$ cat src/rtl/rst_seq_ctrl.sv
// Reset sequencer: holds all domain resets, then releases them one at a time
// in index order, waiting for each domain's ready acknowledge plus a fixed gap.
// A missing acknowledge re-asserts every reset and raises a sticky err.
//
// state      | meaning
// -----------+-----------------------------------------------------------
// S_HOLD     | all resets asserted, counting the minimum hold time
// S_WAIT_RDY | domain seq_idx released, waiting for domain_ready[seq_idx]
// S_GAP      | acknowledge accepted, counting the gap before the next release
// S_DONE     | every domain released and acknowledged
// S_ERR      | acknowledge timeout, all resets re-asserted until restart
module rst_seq_ctrl #(
    parameter int NUM_DOMAINS    = 4,
    parameter int HOLD_CYCLES    = 8,
    parameter int GAP_CYCLES     = 4,
    parameter int TIMEOUT_CYCLES = 64,
    parameter int CNT_W          = 8,
    localparam int IDX_W         = $clog2(NUM_DOMAINS) + 1
) (
    input  logic                   clk,
    input  logic                   sync_rst,
    input  logic                   req_rst,
    input  logic [NUM_DOMAINS-1:0] domain_ready,
    output logic [NUM_DOMAINS-1:0] rst_out,
    output logic                   busy,
    output logic                   done,
    output logic                   err,
    output logic [IDX_W-1:0]       seq_idx
);

    typedef enum logic [2:0] {
        S_HOLD,
        S_WAIT_RDY,
        S_GAP,
        S_DONE,
        S_ERR
    } state_t;

    // Terminal counts: the transition fires on the edge where cnt == N-1.
    localparam logic [CNT_W-1:0] HOLD_TC    = CNT_W'(HOLD_CYCLES - 1);
    localparam logic [CNT_W-1:0] GAP_TC     = CNT_W'(GAP_CYCLES - 1);
    localparam logic [CNT_W-1:0] TIMEOUT_TC = CNT_W'(TIMEOUT_CYCLES - 1);
    localparam logic [IDX_W-1:0] LAST_IDX   = IDX_W'(NUM_DOMAINS - 1);

    state_t                   state;
    logic [CNT_W-1:0]         cnt;
    logic [CNT_W-1:0]         cnt_inc;
    logic [NUM_DOMAINS-1:0]   ready_shift;
    logic                     ready_cur;

    // Saturating increment and selection of the acknowledge for the active domain.
    always_comb begin
        cnt_inc     = (cnt == {CNT_W{1'b1}}) ? cnt : cnt + 1'b1;
        ready_shift = domain_ready >> seq_idx;
        ready_cur   = ready_shift[0];
    end

    // Sequencer FSM; restart request behaves exactly like the synchronous reset.
    // Releases shift a zero in from the bottom, so domains free up in index order.
    always_ff @(posedge clk) begin
        if (sync_rst || req_rst) begin
            state   <= S_HOLD;
            cnt     <= '0;
            rst_out <= '1;
            busy    <= 1'b1;
            done    <= 1'b0;
            err     <= 1'b0;
            seq_idx <= '0;
        end else begin
            case (state)
                S_HOLD: begin
                    if (cnt == HOLD_TC) begin
                        rst_out <= rst_out << 1;
                        cnt     <= '0;
                        state   <= S_WAIT_RDY;
                    end else begin
                        cnt <= cnt_inc;
                    end
                end
                S_WAIT_RDY: begin
                    if (ready_cur) begin
                        cnt <= '0;
                        if (seq_idx == LAST_IDX) begin
                            state <= S_DONE;
                            done  <= 1'b1;
                            busy  <= 1'b0;
                        end else begin
                            state <= S_GAP;
                        end
                    end else if (cnt == TIMEOUT_TC) begin
                        state   <= S_ERR;
                        rst_out <= '1;
                        err     <= 1'b1;
                        busy    <= 1'b0;
                        done    <= 1'b0;
                    end else begin
                        cnt <= cnt_inc;
                    end
                end
                S_GAP: begin
                    if (cnt == GAP_TC) begin
                        seq_idx <= seq_idx + 1'b1;
                        rst_out <= rst_out << 1;
                        cnt     <= '0;
                        state   <= S_WAIT_RDY;
                    end else begin
                        cnt <= cnt_inc;
                    end
                end
                S_DONE: begin
                    rst_out <= '0;
                end
                S_ERR: begin
                    rst_out <= '1;
                end
                default: begin
                    state   <= S_ERR;
                    rst_out <= '1;
                    err     <= 1'b1;
                    busy    <= 1'b0;
                    done    <= 1'b0;
                end
            endcase
        end
    end

endmodule

$ cat config.mk
export PLATFORM = sky130hd
export DESIGN_NAME = rst_seq_ctrl
export DESIGN_NICKNAME = d
export VERILOG_FILES = /design/src/rtl/rst_seq_ctrl.sv
export SDC_FILE = /design/constraint.sdc
export NUM_CORES = 1
export LEC_CHECK = 0
export BUFFER_PORTS_ARGS = -buffer_cell sky130_fd_sc_hd__buf_4
export CAP_MARGIN = 25
export CORE_MARGIN = 3
export CORE_UTILIZATION = 26
export DETAILED_ROUTE_END_ITERATION = 7
export SLEW_MARGIN = 5
export SYNTH_ARGS = -nofsm -noshare
export SYNTH_HDL_FRONTEND = slang
export SYNTH_SLANG_ARGS = --single-unit
$ cat constraint.sdc
create_clock -name clk -period 2.8 [get_ports clk]
set_clock_uncertainty 0.15 [all_clocks]
set_input_delay 0.14 -clock clk [delete_from_list [all_inputs] [get_ports clk]]
set_output_delay 0.14 -clock clk [all_outputs]
set_load 0.02 [all_outputs]
==> impl_metrics.tcl <==
set metrics [dict create \
    final_common_cell "dfxtp_1" \
    start_kind "flip-flop" \
    yosys_warnings 0 \
    cts_buffers 3 \
    synth_top_cell_area_share_pct 35.4 \
    ys_ff_latch 21 \
    power.density_mw_per_mm2 376 \
    rr_startpoint "cnt[0]" \
    syn_to_final_growth_pct 18.7 \
    fin_crit_ps 2320 \
    gp_congestion 0.802 \
    max_freq_mhz 431 \
    drt-total-wl_um 2590 \
    die_y_um 73.5 \
    cp_max_fo 6 \
    p_comb_share_pct 4.7 \
    min_to "err" \
    worstPathRequired_ps 2800 \
    synth_top_area_cell "dfxtp_1" \
    synth_edf_count 0 \
    final_nets 170 \
    grt-ovfl-total 0 \
    cts.path.max_buffers 2 \
    holdCritPathClass "input port to flip-flop" \
    insertion_delay_ps 260 \
    antenna_found_initial 0 \
    worstMarginPinSlew_ps 540 \
    cp.arrival_ps 2330 \
    diodes 0 \
    drive_above_1_share_pct 21.4 \
    p_total_w 0.000529 \
    relSlewSlack_pct 63.8 \
    postSynthCellCount 144 \
    synth.distinct_cells 42 \
    ant_nets 0 \
    clkTransAtPathRegs_ps 80 \
    setup_viol 0 \
    die_w_um 73.5 \
    layout_common_cells "dfxtp_1 (21), buf_4 (18), nand2_1 (15)" \
    postSynthAreaPerCell_um2 8.24 \
    ir_drop_mv 0.145 \
    ys_seq_area_share_pct 35.4 \
    clock-root-buffer "clkbuf_8" \
    hpwl_um 1940 \
    p_int_w 0.000411 \
    start_util_pct 28.2 \
    clockPowerShare_pct 38.3 \
    placementRows 23 \
    synth_fp_nets 154 \
    grt_pass1_wl_um 4690 \
    end_kind "flip-flop" \
    grt_pass1_vias 1061 \
    setup_tns_ps 0 \
    grtUsageTotal_pct 10.8 \
    cts_tree "built" \
    maxSlewViolCount 0 \
    hold_viol 0 \
    outcome "finished, final reports clean" \
    min_period_over_period_pct 82.9 \
    p_seq_share_pct 57.0 \
    io_buffers 16 \
    via_count 1096 \
    drt_pass1_iterations 4 \
    ys.flop_type "dfxtp_1" \
    drt_iter0_markers 74 \
    synthArstFlopShare_pct 0 \
    min_from "req_rst" \
    hold_path_depth 3 \
    wl_per_cell_um 12.4 \
    core-area_mm2 0.00420 \
    grt_max_degree 16 \
    syn_area_mm2 0.00119 \
    r2r_end "rst_out[2]" \
    drc_errors 0 \
    switching_share_pct 22.2 \
    ff2ff_setup_slack_ps 480 \
    die-area_mm2 0.00541 \
    leakage_nw 0.505 \
    p_switching_w 0.000117 \
    cts.sinks 21 \
    io_pins 17 \
    critical_path_class "flip-flop to flip-flop" \
    rsz0062_at_grt "no" \
    h-tree-depth 1 \
    r2r_cells 6 \
    ys_top_cells_by_area "dfxtp_1 (35%), a21oi_1 (5.1%), nand2_1 (4.7%)" \
    vias_per_cell 5.24 \
    drv_cap 0 \
]
cell type report:
cell class                      instances  area (um2)
Fill cell                             450        2790
Clock inverter                          1        5.00
Tap cell                               50        62.6
Clock buffer                            3        41.3
Multi-Input combinational cell        111         718
Sequential cell                        21         420
Timing Repair Buffer                   19         145
Inverter                                4        15.0
how the worst max path moves through the flow:
stage	start	to	slack [ps]	cells past startpoint
after floorplan	cnt[0]	rst_out[1]	650	6
after global placement	cnt[0]	rst_out[2]	530	6
after detailed placement	cnt[0]	rst_out[2]	480	6
after CTS	cnt[0]	rst_out[2]	460	6
after global routing	cnt[0]	rst_out[2]	330	6
final	cnt[0]	rst_out[2]	480	6
power groups by stage:
stage	clock, W	combinational (W)	sequential (W)
4_1_cts	0.000211	0.0000256	0.000302
5_1_grt	0.000219	0.0000283	0.000302
6_report	0.000202	0.0000251	0.000301
2_1_floorplan	0	0.0000147	0.000308
3_5_place_dp	0	0.0000245	0.000309
3_3_place_gp	0	0.0000244	0.000308
cells in the mapped netlist (4+ instances only):
cell       n
a21oi_1   12
a31oi_1    7
clkbuf_1   6
dfxtp_1   21
inv_1      4
nand2_1   15
nand3_1    9
nor2_1    12
nor3_1     4
o21ai_0    5
logic make-up after synthesis:
| family | Yosys count | share of synthesized area (%) |
|---|---|---|
| muxes | 3 | 2.85 |
| AOI/OAI and AO/OA | 42 | 23.5 |
| and+or+nand+nor | 61 | 29.5 |
| adders and majority gates | 3 | 3.16 |
| xor gates and xnor gates | 2 | 1.48 |
| buffers and inverters | 12 | 4.01 |
| DFF | 21 | 35.4 |
routing by layer:
layer / global-route usage (%) / up-vias / part of all wire [%]
li1: - / 565 / -
met1: 14.6 / 514 / 51
met2: 16.6 / 12 / 44
met3: 3.01 / 5 / 3.7
met4: 3.42 / 0 / 1.1
met5: 0 / - / 0
flip-flops by register name, summed over array words and instances, names as in the netlist:
signal	flops
state	3
done	1
cnt	8
rst_out	4
busy	1
seq_idx	3
err	1
timing repair:
action,CTS,global route
hold endpoints to repair,1,0
resized for setup,0,0
endpoints found under the setup margin,0,0
hold buffers,1,0
buffers inserted,0,0
worst max-delay path: stages, from the launching register on:
cell	delay [ps]
dfxtp_1	410
ha_1	250
or4b_4	490
nor3_4	230
a21oi_2	120
a21o_1	210
a221o_1	350
per-stage QoR:
| stage | cell area (um2) | hold slack [ps] | utilization, % | std cells | setup WS (ps) |
|---|---|---|---|---|---|
| final | 1410 | 8.60 | 33.5 | 209 | 479 |
| after global routing | 1410 | 14.5 | 33.5 | 209 | 335 |
| after CTS | 1410 | 3.46 | 33.5 | 209 | 462 |
| after detailed placement | 1350 | 283 | 32.2 | 204 | 483 |
| after global placement | 1350 | 283 | 32.2 | 204 | 526 |
| after floorplan | 1190 | 152 | - | 144 | 647 |
(Power assumes the default switching activity.)
